==> config.mk <==
export PLATFORM = sky130hd
export DESIGN_NAME = motor_pwm_driver
export DESIGN_NICKNAME = d
export VERILOG_FILES = /design/src/rtl/motor_pwm_driver_pkg.sv /design/src/rtl/motor_pwm_driver_edge_tick_sync.sv /design/src/rtl/motor_pwm_driver.sv
export SDC_FILE = /design/constraint.sdc
export NUM_CORES = 1
export LEC_CHECK = 0
export ABC_AREA = 1
export CAP_MARGIN = 30
export CORE_AREA = 4 4 67 69
export CTS_CLUSTER_DIAMETER = 30
export DETAILED_ROUTE_END_ITERATION = 8
export DIE_AREA = 0 0 71 73
export GPL_ROUTABILITY_DRIVEN = 1
export GPL_TIMING_DRIVEN = 0
export PLACE_DENSITY = 0.67
export SYNTH_ARGS = -nofsm -noshare
export SYNTH_HDL_FRONTEND = slang
export SYNTH_SLANG_ARGS = --single-unit
==> constraint.sdc <==
create_clock -name CLOCK_IN -period 2.2 [get_ports CLOCK_IN]
set_input_delay 0.22 -clock CLOCK_IN [delete_from_list [all_inputs] [get_ports CLOCK_IN]]
set_output_delay 0.22 -clock CLOCK_IN [all_outputs]
set_load 0.1 [all_outputs]
==> src/rtl/motor_pwm_driver_pkg.sv <==
// rtl/motor_pwm_driver_pkg.sv - shared state encoding and defaults for the motor PWM driver
package motor_pwm_driver_pkg;

    typedef enum logic [1:0] {
        ST_IDLE = 2'd0,
        ST_RUN  = 2'd1,
        ST_DEAD = 2'd2
    } state_t;

    localparam int DEFAULT_N_WIDTH  = 8;
    localparam int DEFAULT_PERIOD   = 255;
    localparam int DEFAULT_DEADTIME = 4;

    // A zero dead time still needs a one-bit counter.
    function automatic int dcnt_width(input int deadtime);
        return (deadtime > 0) ? $clog2(deadtime + 1) : 1;
    endfunction

endpackage

==> src/rtl/motor_pwm_driver_edge_tick_sync.sv <==
// rtl/motor_pwm_driver_edge_tick_sync.sv - two-flop synchronizer with rising-edge one-cycle tick
module edge_tick_sync (
    input  logic CLOCK_IN,
    input  logic RESET_N,
    input  logic ASYNC_IN,
    output logic TICK
);

    logic s1_q, s2_q, s3_q;
    logic s1_d, s2_d, s3_d;

    always_comb begin
        s1_d = ASYNC_IN;
        s2_d = s1_q;
        s3_d = s2_q;
    end

    always_ff @(posedge CLOCK_IN or negedge RESET_N) begin
        if (!RESET_N) begin
            s1_q <= 1'b0;
            s2_q <= 1'b0;
            s3_q <= 1'b0;
        end else begin
            s1_q <= s1_d;
            s2_q <= s2_d;
            s3_q <= s3_d;
        end
    end

    assign TICK = s2_q & ~s3_q;

endmodule

==> src/rtl/motor_pwm_driver.sv <==
// rtl/motor_pwm_driver.sv - H-bridge PWM driver with shadowed duty and dead-time on reversal
module motor_pwm_driver
    import motor_pwm_driver_pkg::*;
#(
    parameter int N_WIDTH  = DEFAULT_N_WIDTH,
    parameter int PERIOD   = DEFAULT_PERIOD,
    parameter int DEADTIME = DEFAULT_DEADTIME
) (
    input  logic               CLOCK_IN,
    input  logic               RESET_N,
    input  logic               PRESCALER_CLK,
    input  logic               ENABLE,
    input  logic [N_WIDTH-1:0] DUTY,
    input  logic               DIR,
    output logic               PWM_OUT,
    output logic               BRIDGE_IN1,
    output logic               BRIDGE_IN2,
    output logic               PERIOD_END,
    output logic               DEAD_ACTIVE
);

    localparam int                  DCNT_W    = dcnt_width(DEADTIME);
    localparam logic [N_WIDTH-1:0]  CNT_MAX   = N_WIDTH'(PERIOD);
    localparam logic [DCNT_W-1:0]   DCNT_INIT = DCNT_W'(DEADTIME);

    logic               tick;
    state_t             state_q, state_d;
    logic [N_WIDTH-1:0] cnt_q, cnt_d;
    logic [N_WIDTH-1:0] duty_q, duty_d;
    logic               dir_q, dir_d;
    logic [DCNT_W-1:0]  dcnt_q, dcnt_d;
    logic               pwm_q, pwm_d;
    logic               in1_q, in1_d;
    logic               in2_q, in2_d;
    logic               pend_q, pend_d;
    logic               dead_q, dead_d;

    edge_tick_sync u_tick (
        .CLOCK_IN (CLOCK_IN),
        .RESET_N  (RESET_N),
        .ASYNC_IN (PRESCALER_CLK),
        .TICK     (tick)
    );

    always_comb begin
        state_d = state_q;
        cnt_d   = cnt_q;
        duty_d  = duty_q;
        dir_d   = dir_q;
        dcnt_d  = dcnt_q;
        pend_d  = 1'b0;
        if (!ENABLE) begin
            state_d = ST_IDLE;
            cnt_d   = '0;
        end else begin
            case (state_q)
                ST_IDLE: begin
                    state_d = ST_RUN;
                    cnt_d   = '0;
                    duty_d  = DUTY;
                    dir_d   = DIR;
                end
                ST_RUN: begin
                    if (DIR != dir_q) begin
                        state_d = ST_DEAD;
                        cnt_d   = '0;
                        dcnt_d  = DCNT_INIT;
                    end else if (tick) begin
                        if (cnt_q == CNT_MAX) begin
                            cnt_d  = '0;
                            pend_d = 1'b1;
                            duty_d = DUTY;
                        end else begin
                            cnt_d = cnt_q + 1'b1;
                        end
                    end
                end
                ST_DEAD: begin
                    if (dcnt_q == '0) begin
                        state_d = ST_RUN;
                        cnt_d   = '0;
                        dir_d   = DIR;
                        duty_d  = DUTY;
                    end else if (tick) begin
                        dcnt_d = dcnt_q - 1'b1;
                    end
                end
                default: state_d = ST_IDLE;
            endcase
        end
        // Outputs follow the next state so a reversal or disable blanks the bridge on the same edge.
        pwm_d  = (state_d == ST_RUN) && (cnt_d < duty_d);
        in1_d  = pwm_d & ~dir_d;
        in2_d  = pwm_d & dir_d;
        dead_d = (state_d == ST_DEAD);
    end

    always_ff @(posedge CLOCK_IN or negedge RESET_N) begin
        if (!RESET_N) begin
            state_q <= ST_IDLE;
            cnt_q   <= '0;
            duty_q  <= '0;
            dir_q   <= 1'b0;
            dcnt_q  <= '0;
            pwm_q   <= 1'b0;
            in1_q   <= 1'b0;
            in2_q   <= 1'b0;
            pend_q  <= 1'b0;
            dead_q  <= 1'b0;
        end else begin
            state_q <= state_d;
            cnt_q   <= cnt_d;
            duty_q  <= duty_d;
            dir_q   <= dir_d;
            dcnt_q  <= dcnt_d;
            pwm_q   <= pwm_d;
            in1_q   <= in1_d;
            in2_q   <= in2_d;
            pend_q  <= pend_d;
            dead_q  <= dead_d;
        end
    end

    assign PWM_OUT     = pwm_q;
    assign BRIDGE_IN1  = in1_q;
    assign BRIDGE_IN2  = in2_q;
    assign PERIOD_END  = pend_q;
    assign DEAD_ACTIVE = dead_q;

endmodule

== After elaboration in Yosys (flattened, before gate mapping) ==
Index checks and enable logic that the tools add are counted.
Cells by class
  reduce and logical (&&, ||, !) cells: 5
  bitwise operators: 5
  multiplexer cells: 28
  $add $sub $neg: 2
  $lt $le $gt $ge: 1
  equal/unequal tests: 9
Operators by type and width (count)
  two-way mux 8 bit: 10
  one-hot mux 8 bit (3 select lines): 2
  two-way mux 3 bit: 3
  adder 8 x 1 -> 8 bit (second input constant): 1
  equality test 8 bit (second input constant): 1
  < comparator 8 bit: 1
  two-way mux 1 bit: 7
  two-way mux 2 bit: 3
  inequality test 2 bit (second input constant): 3
  one-hot mux 2 bit (3 select lines): 1
  one-hot mux 3 bit (2 select lines): 1
  AND reduction 5 bit: 1
  equality test 2 x 1 -> 1 bit (second input constant): 2
  equality test 2 bit (second input constant): 2
  bitwise AND 1 bit: 3
  zero test 3 bit: 1
  subtractor 3 x 1 -> 3 bit (second input constant): 1
  zero test 2 bit: 1
  inverter 1 bit: 2
  one-hot mux 1 bit (2 select lines): 1
  nonzero test 2 bit: 1
  logical AND 1 bit: 1
  inequality test 1 bit: 1
Storage, ports and cells
  input port bits: 13
  flip-flop bits (word level): 30
  logic and storage cells: 63
  output and inout bits: 5

== Logic depth before layout (Yosys ltp) ==
  depth after elaboration: 9
  mapped depth: 18
  gate-level depth less buffers: 18

== By module ==
A second synthesis with hierarchy kept.
Second synthesis, totals
  cell total of the unflattened synthesis: 220
  area total of the unflattened synthesis: 1707.9 um^2
Modules (own cells, without submodules)
  motor_pwm_driver: area an instance 1622.8 um^2, seq. area each 675.6 um^2, instances 1, cells an instance 215
  edge_tick_sync: area an instance 85.1 um^2, seq. area each 75.1 um^2, instances 1, cells an instance 5

== Least setup slack after synthesis ==
OpenSTA, ideal clock, no wires.
  path type: register -> register
  from: register cnt_q[0]
  to: register in1_q, in the netlist BRIDGE_IN1
  arrival time: 2219 ps
  stages on the path, launching flop included: 16
  clock period less this slack: 2290 ps
  required time: 2128 ps
  library setup time: 72 ps
  buffers on the path: 0
  path slack: -90 ps
  path through: dfrtp_1 > ha_1 > inv_1 > nor2_1 > nand2_1 > o21ai_1 > nand2_1 > nor2_1 > o21ai_0 > inv_1 > ha_1 > a21oi_1 > o21ai_0 > nor3_1 > nand2_2 > nor2_1
On the way
  word-level cells in the longest chain between the ends: 9
  elaborated cells on any way between the ends: 16
  classes of those cells: 1 x add/sub; 1 x order compare; 1 x eq/ne; 11 x mux; 1 x bitwise; 1 x reduce/logical
RTL lines
  start, declared: line motor_pwm_driver.sv:28  | logic [N_WIDTH-1:0] cnt_q, cnt_d;
  start signal, assigned: line motor_pwm_driver.sv:112  | cnt_q <= cnt_d;
  equality test 8 bit: line motor_pwm_driver.sv:69  | if (cnt_q == CNT_MAX) begin
  two-way mux 8 bit: line motor_pwm_driver.sv:69
  two-way mux 8 bit: line motor_pwm_driver.sv:68  | end else if (tick) begin
  two-way mux 8 bit: line motor_pwm_driver.sv:64  | if (DIR != dir_q) begin
  one-hot mux 8 bit (3 select lines): line motor_pwm_driver.sv:56  | case (state_q)
  two-way mux 8 bit: line motor_pwm_driver.sv:52  | if (!ENABLE) begin
  net duty_d[7]: line motor_pwm_driver.sv:29  | logic [N_WIDTH-1:0] duty_q, duty_d;
  < comparator 8 bit: line motor_pwm_driver.sv:92  | pwm_d = (state_d == ST_RUN) && (cnt_d < duty_d);
  logical AND 1 bit: line motor_pwm_driver.sv:92
  bitwise AND 1 bit: line motor_pwm_driver.sv:93  | in1_d = pwm_d & ~dir_d;
  net in1_d: line motor_pwm_driver.sv:33  | logic in1_q, in1_d;
  end signal, assigned: line motor_pwm_driver.sv:117  | in1_q <= in1_d;
  end, declared: line motor_pwm_driver.sv:33
The timed path passes the listed nets, and every way through them passes these cells.
A chain may end at the register's enable or synchronous reset.

== Worst setup path after layout ==
Ends and elaborated chain as after synthesis.

==> impl_metrics.csv <==
group,metric,value,unit
outcome,status,"complete, but fails checks",
outcome,violations,"negative setup slack",
die,pin_count,18,
sta,worst_slack,-0.1248,ns
cells_and_area,diodes,0,
setup_path,cp_data_required_time,2.41,ns
setup_path,worstPathCellList,"ha_2 > inv_2 > nor2_4 > nand2_4 > o21ai_4 > nand2_2 > nor2_4 > buf_6 > o21ai_2 > inv_1 > ha_1 > nand2_1 > nand2_1 > nand2_1 > nand2_1 > nand2_1 > nand2_2 > nor2_1",
sta,setup_violations,3,
cells_and_area,area.sequential,754.5,um2
cts,cts_root_buffer,"clkbuf_8",
sta,tightest_slew,0.9653,ns
sta,fin_crit_sh,105.7,%
synthesis,syn_inst,219,
die,fp.dieW,71,um
cells_and_area,num-nets-final,288,
cts,cts_tree,"done",
sta,fin_tns_setup,-0.2912,ns
global_route,grt_pass1_wl,6.582,mm
cells_and_area,final_util,61.41,%
synthesis,synth_area_leader_cell,"dfrtp_1",
sta,maxSlewViolCount,0,
sta,fin_skew,0.005697,ns
synthesis,syn_area,1718,um2
route,drcViolationCount,0,
cts,worstSkewPairLatency,0.28,ns
global_route,antenna_found_initial,0,
setup_path,crit_family,"simple AND/OR/NAND/NOR gates",
synthesis,async_flop_share,100.0,%
hold_path,holdCritPathClass,"in2reg",
route,vias,1571,
cells_and_area,fillers,336,
cells_and_area,final_common_cell,"inv_1",
die,dieArea,5183,um2
placed_design,dp_hpwl,2.563,mm
placed_design,place_congestion,0.9043,
placed_design,io_buffer_count,16,
setup_path,worstSetupPathType,"reg2reg",
power,power.density,850.9,nW/um2
route,totalWireLength,4.096,mm
sta,rsz0062_at_grt,"yes",
setup_path,slowest_stage,"dfrtp_1",
synthesis,synth_cell_type_count,27,
sta,period_needed,2.325,ns
power,ir_drop,0.4785,mV
cts,numClockSinks,30,
global_route,grt_overflow,0,
run,maxCapViolCount,0,
synthesis,synth.top_cell.area_share,43.70,%
route,dr.pass1.iters,4,
setup_path,crit_path_max_incr_delay,0.36,ns
setup_path,cp-start-kind,"register",
synthesis,synth.avg_cell_area,7.844,um2
cells_and_area,layout_common_cells,"inv_1 (39), nand2_1 (36), dfrtp_1 (27), buf_4 (19), clkdlybuf4s50_1 (16)",
cts,ctsHtreeMaxLevel,2,
cts,clock_path_buffers,2,
cells_and_area,final_cell_area,2404,um2
route,drtIter0Drc,91,
power,power.leakage,1.192,nW
global_route,grt_util_all_layers,16.57,%
synthesis,synthesis.nets,242,
synthesis,synth_ff_type,"dfrtp_1",
synthesis,synth_edf_count,0,
die,core-area,3914,um2
die,start_util,43.89,%
cts,path_clk_slew,0.06,ns
global_route,grt_pass1_vias,1471,
cells_and_area,drive_gt1_share,31.44,%
global_route,grt_max_degree,20,
placed_design,post-place-ws,-0.4494,ns
die,num_rows,23,
sta,max_clock_freq,430.1,MHz
die,die_height,73,um
route,ant_nets,0,
synthesis,synth_seq_cells,30,
synthesis,ys_top_cells_by_area,"dfrtp_1 (44%), nand2_1 (9.8%), inv_1 (9.4%), ha_1 (7.3%), nor2_1 (4.8%)",
cells_and_area,syn_to_final_growth,39.91,%
sta,hold_viol,0,
route,wl_per_cell,13.04,um
setup_path,cp_common_cell,"nand2_1",
setup_path,critPathBufInv,3,
setup_path,cp-end-kind,"register",
setup_path,arrival,2.53,ns
sta,relSlewSlack,35.44,%
setup_path,path_max_fanout,5,
synthesis,yosysSeqAreaShare,43.70,%
cells_and_area,multi_input_area,965.9,um2
cts,cts_buffers,5,
placed_design,postPlaceCellArea,1973,um2
route,via_per_inst,5.003,
synthesis,ys_warn_count,0,
==> flip-flops by register name, summed over array words and instances (netlist names), 2 cells and up <==
register	cells
cnt_q	8
duty_q	8
dcnt_q	3
state_q	2
==> metal layers <==
| layer | wire length (um) | vias up | GRT usage [%] |
|---|---|---|---|
| met5 | 0 | - | 0 |
| met2 | 2152 | 32 | 27.81 |
| li1 | - | 778 | - |
| met4 | 97 | 0 | 8.977 |
| met1 | 1660 | 750 | 19.44 |
| met3 | 184 | 11 | 4.270 |
==> synthesized netlist by cell type (2+ instances only) <==
cell / n
o21a_1: 2
inv_1: 43
nand2_4: 2
inv_2: 2
nand2_1: 45
dfrtp_1: 30
o21ai_0: 15
a21oi_1: 13
nand4_1: 3
nor3_1: 2
ha_1: 10
xnor2_1: 2
nor2_1: 22
nand2_2: 3
nand3_1: 13
==> cell type report <==
class                      instances  area share (%)
timing repair buffer              39           15.15
inverter                          45           7.028
clock buffer                       6           3.436
sequential                        30           31.39
multi-input combinational        143           40.19
buffer                             1          0.2082
tap                               50           2.603
==> where the power goes <==
group	total [W]	leakage, nW	switching [W]	internal (W)
Combinational	0.000897	0.768	0.000568	0.000330
Clock	0.000428	0.0431	0.000187	0.000240
Sequential	0.000720	0.381	0.0000573	0.000663
==> cell families after synthesis <==
| kind of cell | share of synthesized area [%] |
|---|---|
| buffers and inverters | 10.12 |
| adders and majority gates | 7.283 |
| and+or+nand+nor | 25.27 |
| xor gates and xnor gates | 1.530 |
| AOI/OAI and AO/OA | 12.09 |
| DFF | 43.70 |
==> repair_timing <==
item / 4_1_cts / 5_1_grt
hold buffers: 0 / 0
resized for setup: 33 / 24
endpoints found under the setup margin: 3 / 3
pin swaps: 18 / 24
buffers inserted: 13 / 9
==> stage by stage <==
step	cells	hold slack, ns	power, W
floorplan	219	-0.07559	0.001228
global placement	285	0.3386	0.001391
detailed placement	286	0.3379	0.001406
CTS	305	0.2531	0.001962
global route	314	0.2710	0.002195
finish	314	0.2664	0.002045
==> worst register-to-register path, cell delays in order (launching register included) <==
cell and delay, ns:
dfrtp_1 0.36, ha_2 0.18, inv_2 0.05, nor2_4 0.11
nand2_4 0.09, o21ai_4 0.18, nand2_2 0.13, nor2_4 0.21
buf_6 0.13, o21ai_2 0.05, inv_1 0.05, ha_1 0.22
nand2_1 0.06, nand2_1 0.05, nand2_1 0.06, nand2_1 0.07
nand2_1 0.08, nand2_2 0.07, nor2_1 0.10
==> worst paths after layout <==
check                             from          end  slack [ns]  cells past startpoint
setup / recovery              cnt_q[0]   BRIDGE_IN1       -0.12                     18
hold / removal                  ENABLE  DEAD_ACTIVE        0.27                      2
setup reg to reg              cnt_q[0]   BRIDGE_IN1       -0.12                     18
hold reg to reg            u_tick.s1_q  u_tick.s2_q        0.35                      0
max in group asynchronous      RESET_N   state_q[1]        1.34                      2
min in group asynchronous      RESET_N    dcnt_q[0]        0.33                      1
No activity file was read; power rests on OpenSTA's default activity.
